## config.mk

```make
export PLATFORM = sky130hd
export DESIGN_NAME = sel_rr_arbiter
export DESIGN_NICKNAME = d
export VERILOG_FILES = /design/src/rtl/sel_arb_pkg.sv /design/src/rtl/sel_rr_arbiter_rr_pick.sv /design/src/rtl/sel_rr_arbiter.sv
export SDC_FILE = /design/constraint.sdc
export NUM_CORES = 1
export LEC_CHECK = 0
export ABC_AREA = 1
export ABC_CLOCK_PERIOD_IN_PS = 3600
export CAP_MARGIN = 20
export CORE_UTILIZATION = 35
export DETAILED_ROUTE_END_ITERATION = 10
export GPL_TIMING_DRIVEN = 0
export PLACE_DENSITY_LB_ADDON = 0.2
export SLEW_MARGIN = 20
export SYNTH_ARGS = -nofsm -noshare
export SYNTH_HDL_FRONTEND = slang
export SYNTH_SLANG_ARGS = --single-unit
export TNS_END_PERCENT = 20
```

## constraint.sdc

```tcl
create_clock -name clk -period 3.6 [get_ports clk]
set_clock_uncertainty 0.2 [all_clocks]
set_input_delay 0.36 -clock clk [delete_from_list [all_inputs] [get_ports clk]]
set_output_delay 0.36 -clock clk [all_outputs]
set_load 0.1 [all_outputs]
```

## src/rtl/sel_arb_pkg.sv

```systemverilog
// Shared types and constants for the round-robin select-bus arbiter.
// The state enum, requester count, index width and idle select pattern live here.
package sel_arb_pkg;

    localparam int N_REQ = 8;
    localparam int IDX_W = 3;

    localparam logic [N_REQ-1:0] SEL_IDLE = 8'hFF;

    typedef enum logic [1:0] {
        ST_IDLE  = 2'd0,
        ST_GRANT = 2'd1,
        ST_TURN  = 2'd2
    } state_t;

endpackage

```

## src/rtl/sel_rr_arbiter_rr_pick.sv

```systemverilog
// Rotating priority search: the first set bit of elig at or above ptr, wrapping 7 -> 0.
module rr_pick
    import sel_arb_pkg::*;
(
    input  logic [N_REQ-1:0] elig,
    input  logic [IDX_W-1:0] ptr,
    output logic             found,
    output logic [IDX_W-1:0] idx
);

    always_comb begin
        logic [IDX_W-1:0] cand;
        found = 1'b0;
        idx   = ptr;
        cand  = ptr;
        for (int k = 0; k < N_REQ; k++) begin
            cand = ptr + IDX_W'(k);
            if (!found && elig[cand]) begin
                found = 1'b1;
                idx   = cand;
            end
        end
    end

endmodule

```

## src/rtl/sel_rr_arbiter.sv

```systemverilog
// Round-robin arbiter driving an 8-way active-low select bus, with a hold limit,
// timeout lockout and a turnaround gap between owners.
//
//  state    | meaning
//  ST_IDLE  | arbitrating; a winner is granted at the next edge
//  ST_GRANT | owner gnt_idx_q holds the bus; hold counter running
//  ST_TURN  | all selects inactive for TURN_CYC cycles, no arbitration
module sel_rr_arbiter
    import sel_arb_pkg::*;
#(
    parameter int MAX_HOLD = 16,
    parameter int TURN_CYC = 1
) (
    input  logic             clk,
    input  logic             rst_n,
    input  logic             en,
    input  logic [N_REQ-1:0] req,
    output logic             gnt_valid,
    output logic [IDX_W-1:0] gnt_idx,
    output logic [N_REQ-1:0] sel_n,
    output logic             timeout
);

    localparam int HOLD_W = (MAX_HOLD < 2) ? 1 : $clog2(MAX_HOLD + 1);
    localparam int TURN_W = (TURN_CYC < 2) ? 1 : $clog2(TURN_CYC);
    localparam logic [HOLD_W-1:0] HOLD_LIM  = HOLD_W'(MAX_HOLD);
    localparam logic [HOLD_W-1:0] HOLD_SAT  = '1;
    localparam logic [TURN_W-1:0] TURN_LOAD = (TURN_CYC > 0) ? TURN_W'(TURN_CYC - 1) : '0;

    state_t             state_q, state_d;
    logic [IDX_W-1:0]   ptr_q, ptr_d;
    logic [HOLD_W-1:0]  hold_q, hold_d;
    logic [TURN_W-1:0]  turn_q, turn_d;
    logic [N_REQ-1:0]   lock_q, lock_d;
    logic               gnt_valid_q, gnt_valid_d;
    logic [IDX_W-1:0]   gnt_idx_q, gnt_idx_d;
    logic [N_REQ-1:0]   sel_n_q, sel_n_d;
    logic               timeout_q, timeout_d;

    logic [N_REQ-1:0]   elig;
    logic               pick_found;
    logic [IDX_W-1:0]   pick_idx;
    logic               rel;

    assign elig = en ? (req & ~lock_q) : '0;

    rr_pick u_pick (
        .elig  (elig),
        .ptr   (ptr_q),
        .found (pick_found),
        .idx   (pick_idx)
    );

    always_comb begin
        state_d     = state_q;
        ptr_d       = ptr_q;
        hold_d      = hold_q;
        turn_d      = turn_q;
        lock_d      = lock_q & req;
        gnt_valid_d = gnt_valid_q;
        gnt_idx_d   = gnt_idx_q;
        sel_n_d     = sel_n_q;
        timeout_d   = 1'b0;
        rel         = 1'b0;

        case (state_q)
            ST_IDLE: begin
                if (pick_found) begin
                    state_d            = ST_GRANT;
                    gnt_valid_d        = 1'b1;
                    gnt_idx_d          = pick_idx;
                    sel_n_d            = SEL_IDLE;
                    sel_n_d[pick_idx]  = 1'b0;
                    hold_d             = HOLD_W'(1);
                end
            end
            ST_GRANT: begin
                // Voluntary release outranks a coincident timeout: no pulse, no lock.
                if (!req[gnt_idx_q]) begin
                    rel = 1'b1;
                end else if (!en) begin
                    rel = 1'b1;
                end else if ((MAX_HOLD != 0) && (hold_q == HOLD_LIM)) begin
                    rel               = 1'b1;
                    timeout_d         = 1'b1;
                    lock_d[gnt_idx_q] = 1'b1;
                end else if (hold_q != HOLD_SAT) begin
                    hold_d = hold_q + 1'b1;
                end

                if (rel) begin
                    gnt_valid_d = 1'b0;
                    sel_n_d     = SEL_IDLE;
                    ptr_d       = gnt_idx_q + 1'b1;
                    turn_d      = TURN_LOAD;
                    state_d     = (TURN_CYC > 0) ? ST_TURN : ST_IDLE;
                end
            end
            ST_TURN: begin
                if (turn_q == '0) begin
                    state_d = ST_IDLE;
                end else begin
                    turn_d = turn_q - 1'b1;
                end
            end
            default: state_d = ST_IDLE;
        endcase
    end

    always_ff @(posedge clk or negedge rst_n) begin
        if (!rst_n) begin
            state_q     <= ST_IDLE;
            ptr_q       <= '0;
            hold_q      <= '0;
            turn_q      <= '0;
            lock_q      <= '0;
            gnt_valid_q <= 1'b0;
            gnt_idx_q   <= '0;
            sel_n_q     <= SEL_IDLE;
            timeout_q   <= 1'b0;
        end else begin
            state_q     <= state_d;
            ptr_q       <= ptr_d;
            hold_q      <= hold_d;
            turn_q      <= turn_d;
            lock_q      <= lock_d;
            gnt_valid_q <= gnt_valid_d;
            gnt_idx_q   <= gnt_idx_d;
            sel_n_q     <= sel_n_d;
            timeout_q   <= timeout_d;
        end
    end

    assign gnt_valid = gnt_valid_q;
    assign gnt_idx   = gnt_idx_q;
    assign sel_n     = sel_n_q;
    assign timeout   = timeout_q;

endmodule
```

# Word level (Yosys, flattened, before mapping)
# Index checks and enable logic that the tools add are counted.
[op_classes]
addsub = 10
order_cmp = 12
n_eq_ne = 11
mux = 67
bitwise = 5
n_reduce_logical = 25
[op_table]
columns = ["op", "n"]
rows = [
  ["$mux 8", 7],
  ["$lt 3x4->1 const B", 10],
  ["$mux 1", 29],
  ["$bmux 1 s3", 9],
  ["$mux 5", 5],
  ["$mux 3", 7],
  ["$and 8x8->8", 2],
  ["$not 8->8", 2],
  ["$pmux 8 s2", 1],
  ["$ne 2x2->1 const B", 7],
  ["$add 3x3->3 const B", 4],
  ["$pmux 5 s2", 1],
  ["$logic_and 1x1->1", 9],
  ["$or 8x8->8", 1],
  ["$logic_not 1->1", 7],
  ["$add 3x1->3 const B", 2],
  ["$add 3x2->3 const B", 2],
  ["$demux 1 s3", 2],
  ["$ge 3x1->1 const B", 2],
  ["$mux 2", 3],
  ["$pmux 2 s3", 1],
  ["$reduce_and 2->1", 3],
  ["$reduce_and 3->1", 2],
  ["$reduce_and 6->1", 1],
  ["9 further kinds", 11],
]
[totals]
register_bits = 32
in_bits = 11
out_inout_bits = 13
wordCells = 139

# Depth between registers and ports, before layout
# Gate-level depths: netlist of run 1.
[logic_depth]
ltp_word = 34
mapped_depth = 21
mapped_depth_nobuf = 20

# Modules after synthesis
# From an unflattened synthesis of run 1, not the netlist that was laid out.
[unflattened]
cells_unflattened = 352
hier_area_um2 = 2501.1
[by_module_without_submodules]
columns = ["module", "instances", "cells_per_inst", "area_per_inst_um2", "seq_area_each_um2"]
rows = [
  ["sel_rr_arbiter", 1, 212, 1730.4, 785.8],
  ["rr_pick", 1, 140, 770.7, 0.0],
]

# Least setup slack after synthesis of run 1
# OpenSTA, ideal clock, no wires.
[synth_timing]
path_kind = "reg-to-reg"
start = "register ptr_q[0]"
end = "register sel_n_q[2], in the netlist sel_n[2]"
setup_ns = 0.072
t_arrival_ns = 2.591
required_ns = 3.328
path_slack_ns = 0.736
stages_incl_launch_ff = 22
path_buffers = 2
period_less_slack_ns = 2.864
cell_sequence = "dfrtp_1 > inv_2 > buf_6 > ha_1 > clkbuf_2 > inv_1 > nand2_1 > nand2_2 > nand2_2 > nand2_4 > nand2_4 > nor2_8 > nand3_4 > nor2_8 > nand3_4 > nand2_8 > inv_6 > nor2_4 > inv_2 > or2_0 > nand2_1 > inv_1"
[synth_via]
elab_chain_len = 31
word_cells_on_any_way = 62
[synth_lines]
columns = ["item", "line_no", "rtl"]
rows = [
  ["from (decl)", "sel_rr_arbiter.sv:31", "logic [IDX_W-1:0] ptr_q, ptr_d;"],
  ["from (signal assigned)", "sel_rr_arbiter.sv:123", "ptr_q <= ptr_d;"],
  ["branches (longest 31 deep; another with $add 3x1->3)", "--", ""],
  ["to (signal assigned)", "sel_rr_arbiter.sv:129", "sel_n_q <= sel_n_d;"],
  ["to (decl)", "sel_rr_arbiter.sv:37", "logic [N_REQ-1:0] sel_n_q, sel_n_d;"],
]
# Parallel ways; which one is timed is not known. The select of a mux whose other input is x is not followed.
# A chain may end at the register's enable or synchronous reset.

# Final worst setup path of run 1
[layout_timing]
start = "register ptr_q[1]"
end = "register sel_n_q[7], in the netlist sel_n[7]"
# The elaborated chain is that of the path after synthesis.

==> results_dict.tcl, run 1 <==
set metrics [dict create \
    status "completed" \
    dpl.hpwl_um 4670 \
    cap_violations 0 \
    fin_cells 478 \
    cts_tree "done" \
    h-tree-depth 2 \
    grt_pass1_vias 2260 \
    numClockSinks 31 \
    die_h_um 87.3 \
    reg2reg_slack_ps 350 \
    grt-ovfl-total 0 \
    start_util_pct 36.8 \
    grt_pass1_wl_um 10100 \
    avgRoutedWirePerCell_um 12.2 \
    die_w_um 87.3 \
    min_path_type "flop to flop" \
    ctsRootBufferMaster "clkbuf_8" \
    top_layer "met4" \
    r2r-start "ptr_q[1]" \
    path_class "flop to flop" \
    drive_above_1_share_pct 18.3 \
    synth.most_common_cell "nand2_1" \
    antenna_found_initial 0 \
    setup_viol 0 \
    clockBufferDepth 2 \
    seq_area_frac_synth_pct 30.9 \
    synth_cells 351 \
    clkTransAtPathRegs_ps 60 \
    rsz0062_at_grt "false" \
    fillers 759 \
    worst_slew_pin_slew_ps 979 \
    synthArstFlopShare_pct 100 \
    boundaryPins 24 \
    core-area_um2 6910 \
    synth_nets 368 \
    ys_top_cells_by_area "dfrtp_1 23%, nand3_1 12%, nand2_1 11%, dfstp_2 8.3%, inv_1 6.5%" \
    vias_per_cell 4.92 \
    fmax_mhz 308 \
    synth_edf_count 0 \
    clk-insertion-delay-late_ps 280 \
    period_minus_slack_ps 3250 \
    routed_wl_um 5850 \
    startpoint_type "flop" \
    multi_input_area_um2 1480 \
    syn_to_final_growth_pct 16.9 \
    place_inst 469 \
    nets 398 \
    critPathMaxFanout 10 \
    dr_total_vias 2350 \
    finalHoldViolations 0 \
    wl_met1_um 2770 \
    synth.avg_cell_area_um2 7.25 \
    drc_errors 0 \
    die_area_um2 7620 \
    min_period_over_period_pct 90.3 \
    ys_ff_latch 31 \
    synth_cell_type_count 38 \
    first_iter_violations 81 \
    antenna_cells 0 \
    wl_met2_um 2770 \
    required_ps 3620 \
    synth_area_leader_cell "dfrtp_1" \
    syn_area_um2 2540 \
    port_buffers 22 \
    stdcell_area_um2 2980 \
    firstDrtPassIters 4 \
    cp.arrival_ps 3270 \
    yosys-top-cells-count "74 x nand2_1, 60 x nand3_1, 44 x inv_1" \
    r2r_end "sel_n[7]" \
    critPathCaptureType "flop" \
    synth_top_area_share_pct 22.6 \
    ys.flop_type "dfrtp_1" \
    ys_warn_count 0 \
    crit_end "sel_n[7]" \
    grt_max_degree 32 \
    cts_buffers 5 \
    drv_slew 0 \
    r2r_cells 19 \
    finalWeightedCongestion 0.812 \
    grt_usage_pct 17.1 \
    wl_met3_um 191 \
    slew_headroom_pct 34.6 \
    fp-row-count 30 \
    fin_tns_setup_ps 0 \
    crit_path_start "ptr_q[1]" \
    antenna_left 0 \
    placed_area_um2 2880 \
    regArea_um2 787 \
]
-- critical path, cell delays in order, from the launching register on --
cell,delay [ps]
dfrtp_1,420
clkinvlp_4,230
ha_1,320
clkbuf_2,190
inv_1,260
nand2_1,140
nand2_2,90
nand2_2,60
nand2_4,80
nand3_1,110
nor2_4,150
nand3_1,150
o21ai_1,170
inv_1,60
nand2_2,70
nand3_2,90
nand2_1,160
nand3_1,100
nand2_1,80
inv_1,40
-- placed cells by master, fill, tap and decap left out, types with 2 or more instances in the layout --
| master | instances |
|---|---|
| nand2_2 | 15 |
| nand3_1 | 60 |
| nand2_1 | 74 |
| nor2_1 | 20 |
| o21ai_0 | 8 |
| clkbuf_8 | 5 |
| a22o_1 | 2 |
| xnor2_1 | 2 |
| o22ai_1 | 7 |
| inv_2 | 6 |
| inv_1 | 44 |
| clkbuf_1 | 4 |
| nor2_4 | 2 |
| nand3_2 | 4 |
| ha_1 | 6 |
| buf_6 | 5 |
| a21oi_1 | 6 |
| clkdlybuf4s50_1 | 21 |
| nand3_4 | 3 |
| o21ai_2 | 4 |
| nand2_4 | 4 |
| nor2_8 | 2 |
| nor2_2 | 3 |
| nand4_1 | 15 |
| dfrtp_1 | 22 |
| or2_0 | 6 |
| nor3_1 | 4 |
| dfstp_2 | 8 |
| o21ai_1 | 5 |
-- worst min-delay path by stage --
stage               startpoint         end  depth (start not counted)
finish               lock_q[5]   lock_q[5]                          2
global route         lock_q[5]   lock_q[5]                          2
CTS                  lock_q[5]   lock_q[5]                          2
detailed placement       rst_n   lock_q[4]                          1
global placement     lock_q[5]   lock_q[5]                          2
floorplan                rst_n  gnt_idx[0]                          0
-- repair_timing --
| item | CTS | global route |
|---|---|---|
| hold endpoints to repair | 23 | 0 |
| resized for setup | 0 | 2 |
| endpoints found under the setup margin | 0 | 6 |
| hold buffers | 1 | 0 |
| buffers inserted | 0 | 0 |
-- registers in the layout (all words and copies together), names as in the netlist --
name / flops
gnt_idx: 3
gnt_valid: 1
hold_q: 5
lock_q: 8
ptr_q: 3
sel_n: 8
state_q: 2
timeout: 1
-- metal layers --
layer / track usage (%) / vias to the layer above
met1: 22.5 / 1079
met5: 0 / -
met3: 3.13 / 9
met2: 28.3 / 40
li1: - / 1222
met4: 5.66 / 0
-- layout make-up --
class                   count  share of cell area, %
repair buffers             23                   7.57
flip-flops and latches     31                   26.5
plain buffers               8                   2.44
inverters                  53                   6.98
clock buffers               8                   2.69
well taps                  96                   4.04
multi-input cells         259                   49.8
-- metrics by stage --
stage               setup WS (ps)  hold slack [ps]  utilization [%]
floorplan                     736             -136                -
global placement              323              262             41.8
detailed placement            276              250             41.7
CTS                           262              287             43.0
global route                 27.4              309             43.1
finish                        350              277             43.1
-- cells by family (layout without fill, tap and decap cells) --
group	Yosys count	in the layout	share of synthesized area, %
AO/OA/AOI/OAI	35	35	8.46
XOR/XNOR	4	4	1.67
adder cells (fa/ha/maj)	6	6	2.95
buffers and inverters	61	92	10.9
flip-flops	31	31	30.9
AND/OR/NAND/NOR	214	214	45.2
Power of run 1 is left out: the tool's default activity adds up to more than one toggle a clock period on the data nets, which glitch-free logic cannot reach.
==> run 2: changes to the inputs <==
SKIP_CTS_REPAIR_TIMING = 1   (was not set)
==> run 2 against run 1 <==
Compared with the run above:
- design area unchanged
- count of clock-buffer cells in the layout unchanged
- via count unchanged
- wire length about the same
- critical path depth unchanged
- cell count unchanged
- first-iteration DRC count unchanged
- sequential share of layout area unchanged
- highest routed layer unchanged
- maximum frequency about the same
==> results_dict.tcl, run 2 (synthesis results as in run 1) <==
set metrics [dict create \
    numClockSinks 31 \
    grt_pass1_wl_um 10100 \
    h-tree-depth 2 \
    worstPathCellList "clkinvlp_4, ha_1, clkbuf_2, inv_1, nand2_1, nand2_2, nand2_2, nand2_4, nand3_1, nor2_4, nand3_1, o21ai_1, inv_1, nand2_2, nand3_2, nand2_1, nand3_1, nand2_1, inv_1" \
    port_buffers 22 \
    grt_usage_pct 17.1 \
    die_area_um2 7620 \
    r2r-start "ptr_q[1]" \
    finalHoldViolations 0 \
    grt_max_degree 32 \
    critical_path_buf_inv_count 5 \
    dr_total_vias 2350 \
    ctsRootBufferMaster "clkbuf_8" \
    critPathCaptureType "flop" \
    crit_slowest_cell "dfrtp_1" \
    top_layer "met4" \
    die_w_um 87.3 \
    r2r_end "sel_n[7]" \
    core-area_um2 6910 \
    min_period_over_period_pct 90.3 \
    wl_met1_um 2770 \
    cp.arrival_ps 3270 \
    cts_buffers 5 \
    clockBufferDepth 2 \
    drc_errors 0 \
    crit_path_start "ptr_q[1]" \
    first_iter_violations 81 \
    fp-row-count 30 \
    startpoint_type "flop" \
    firstDrtPassIters 4 \
    boundaryPins 24 \
    nets 398 \
    wl_met3_um 191 \
    crit_family "simple AND/OR/NAND/NOR gates" \
    clk-insertion-delay-late_ps 280 \
    vias_per_cell 4.92 \
    worstHoldStart "lock_q[5]" \
    cap_violations 0 \
    rsz0062_at_grt "false" \
    grt_pass1_vias 2254 \
    wl_met2_um 2770 \
    worst_slew_pin_slew_ps 979 \
    setup_viol 0 \
    routed_wl_um 5850 \
    r2r_cells 19 \
    final_common_cell "nand2_1" \
    start_util_pct 36.8 \
    layout_common_cells "74 x nand2_1, 60 x nand3_1, 44 x inv_1, 22 x dfrtp_1, 21 x clkdlybuf4s50_1" \
    antenna_left 0 \
    drv_slew 0 \
    crit_end "sel_n[7]" \
    antenna_cells 0 \
    clkTransAtPathRegs_ps 60 \
    critPathMaxFanout 10 \
    fmax_mhz 308 \
    avgRoutedWirePerCell_um 12.2 \
    status "completed" \
    drive_above_1_share_pct 18.3 \
    antenna_found_initial 0 \
    slew_headroom_pct 34.6 \
    dpl.hpwl_um 4670 \
    cp.depth 19 \
    finalWeightedCongestion 0.812 \
    cts_tree "done" \
    path_class "flop to flop" \
    period_minus_slack_ps 3250 \
    required_ps 3620 \
    die_h_um 87.3 \
    fin_tns_setup_ps 0 \
    grt-ovfl-total 0 \
    min_path_type "flop to flop" \
    cp_slowest_stage_delay_ps 420 \
    syn_to_final_growth_pct 16.9 \
    reg2reg_slack_ps 350 \
]
-- run 2: per-layer routing --
| metal | vias up | GRT usage [%] |
|---|---|---|
| met3 | 9 | 3.13 |
| met5 | - | 0 |
| li1 | 1222 | - |
| met1 | 1079 | 22.5 |
| met4 | 0 | 5.66 |
| met2 | 40 | 28.3 |
-- run 2: worst register-to-register path: stages (launching register included) --
cell	delay [ps]
dfrtp_1	420
clkinvlp_4	230
ha_1	320
clkbuf_2	190
inv_1	260
nand2_1	140
nand2_2	100
nand2_2	60
nand2_4	80
nand3_1	110
nor2_4	150
nand3_1	150
o21ai_1	170
inv_1	60
nand2_2	70
nand3_2	90
nand2_1	170
nand3_1	100
nand2_1	80
inv_1	40
-- run 2: worst min-delay path by stage --
stage                       endpoint  slack, ps  cells after the start
after CTS                  lock_q[4]        -60                      1
after detailed placement   lock_q[4]        250                      1
after global routing       lock_q[5]        310                      2
final                      lock_q[5]        280                      2
after floorplan           gnt_idx[0]       -140                      0
after global placement     lock_q[5]        260                      2
-- run 2: cell type report --
type,instances,area (µm²)
sequential,31,787
multi-input combinational,259,1480
clock buffer,8,80.1
fill,758,3930
buffer,8,72.6
tap,96,120
inverter,53,208
timing repair buffer,23,225
-- run 2: stage by stage --
stage / util (%) / area [µm²] / worst slack [ps] / hold WS (ps) / instances
after floorplan: - / 2540 / 736 / -136 / 351
after global placement: 41.8 / 2890 / 323 / 262 / 469
after detailed placement: 41.7 / 2880 / 276 / 250 / 469
after CTS: 42.9 / 2960 / 262 / -55.9 / 477
after global routing: 43.1 / 2980 / 27.4 / 309 / 478
final: 43.1 / 2980 / 350 / 277 / 478
Power of run 2 is left out for the same reason.
==> run 3: changes to the inputs <==
SLEW_MARGIN = 40   (was 20)
==> run 3 against run 2 <==
Compared with the run above:
- via count shrank 1.4%
- cell count rose by 0.21%
- global-route usage rose by 0.29 points
- utilization shrank 0.25 points
- count of clock-buffer cells in the layout stayed put
- sequential cell count is the same
- highest routed layer unchanged
- hold slack barely moved
- critical path depth stayed put
- first-iteration DRC count increased by 36%
- sequential share of layout area up 0.16 points
- wire length up 1.6%
- non-clock buffer count grew 1
==> results_dict.tcl, run 3 (synthesis results as in run 1) <==
set metrics [dict create \
    numClockSinks 31 \
    grt_pass1_wl_um 10400 \
    clk-insertion-delay-late_ps 280 \
    start_util_pct 36.8 \
    min_to "gnt_valid" \
    min_period_over_period_pct 90.2 \
    vias_per_cell 4.84 \
    cts_buffers 5 \
    core-area_um2 6910 \
    slew_headroom_pct 67.5 \
    grt_usage_pct 17.4 \
    layout_common_cells "74 x nand2_1, 60 x nand3_1, 44 x inv_1, 22 x dfrtp_1, 20 x nor2_1" \
    rsz0062_at_grt "false" \
    antenna_found_initial 0 \
    grt_pass1_vias 2323 \
    final_common_cell "nand2_1" \
    fp-row-count 30 \
    r2r-start "ptr_q[1]" \
    critPathMaxFanout 10 \
    cp.arrival_ps 3270 \
    fin_tns_setup_ps 0 \
    avgRoutedWirePerCell_um 12.4 \
    finalHoldViolations 0 \
    worst_slew_pin_slew_ps 490 \
    firstDrtPassIters 4 \
    grt_max_degree 22 \
    fin_cells 479 \
    worstHoldStart "gnt_valid" \
    status "completed" \
    finalWeightedCongestion 0.812 \
    nets 399 \
    cts_tree "done" \
    dr_total_vias 2317 \
    h-tree-depth 2 \
    drc_errors 0 \
    critPathCaptureType "flop" \
    path_class "flop to flop" \
    die_area_um2 7620 \
    routed_wl_um 5940 \
    port_buffers 22 \
    whs_path_depth 2 \
    dpl.hpwl_um 4770 \
    die_w_um 87.3 \
    period_minus_slack_ps 3250 \
    first_iter_violations 110 \
    boundaryPins 24 \
    placed_area_um2 2840 \
    drive_above_1_share_pct 22.5 \
    required_ps 3630 \
    fmax_mhz 308 \
    clkTransAtPathRegs_ps 70 \
    cap_violations 0 \
    die_h_um 87.3 \
    place_inst 470 \
    r2r_cells 19 \
    grt-ovfl-total 0 \
    startpoint_type "flop" \
    min_path_type "flop to flop" \
    antenna_left 0 \
    syn_to_final_growth_pct 16.2 \
    antenna_cells 0 \
    stdcell_area_um2 2960 \
    reg2reg_slack_ps 350 \
    setup_viol 0 \
    ctsRootBufferMaster "clkbuf_8" \
    r2r_end "sel_n[7]" \
    fillers 739 \
    drv_slew 0 \
    clockBufferDepth 2 \
]
run 3: layout make-up:
cell class	instances	area (µm²)	area share, %
Clock buffer	8	100	3.38
Timing Repair Buffer	24	188	6.35
Tap cell	96	120	4.06
Sequential cell	31	787	26.6
Inverter	53	208	7.02
Buffer	8	72.6	2.45
Multi-Input combinational cell	259	1480	50.1
run 3: worst max-delay path, stage by stage (launching register included):
cell	delay (ps)
dfrtp_1	430
clkinvlp_4	230
ha_1	320
clkbuf_2	190
inv_1	240
nand2_1	140
nand2_2	90
nand2_2	60
nand2_4	80
nand3_1	110
nor2_4	150
nand3_1	150
o21ai_1	170
inv_1	70
nand2_2	70
nand3_2	100
nand2_1	170
nand3_1	110
nand2_1	80
inv_1	40
run 3: metrics by stage:
stage | setup slack [ps] | hold slack, ps | util (%)
2_1_floorplan | 736 | -136 | -
3_3_place_gp | 323 | 262 | 41.8
3_5_place_dp | 269 | 73.7 | 41.2
4_1_cts | 272 | -238 | 42.6
5_1_grt | 35.9 | 313 | 42.8
6_report | 352 | 277 | 42.8
run 3: worst max path at each step:
stage,start,to,slack [ps],cells after the start
floorplan,ptr_q[0],sel_n[2],740,21
global placement,ptr_q[0],sel_n[5],320,20
detailed placement,ptr_q[0],sel_n[2],270,20
CTS,ptr_q[0],sel_n[2],270,20
global route,ptr_q[1],sel_n[6],40,19
finish,ptr_q[1],sel_n[7],350,19
run 3: metal layers:
layer	GRT usage (%)	vias to the layer above	wire, µm
met2	29.2	22	2850
met5	0	-	0
met1	22.9	1066	2900
met4	5.96	0	96
met3	2.46	9	92
li1	-	1220	-
Power of run 3 is left out for the same reason.
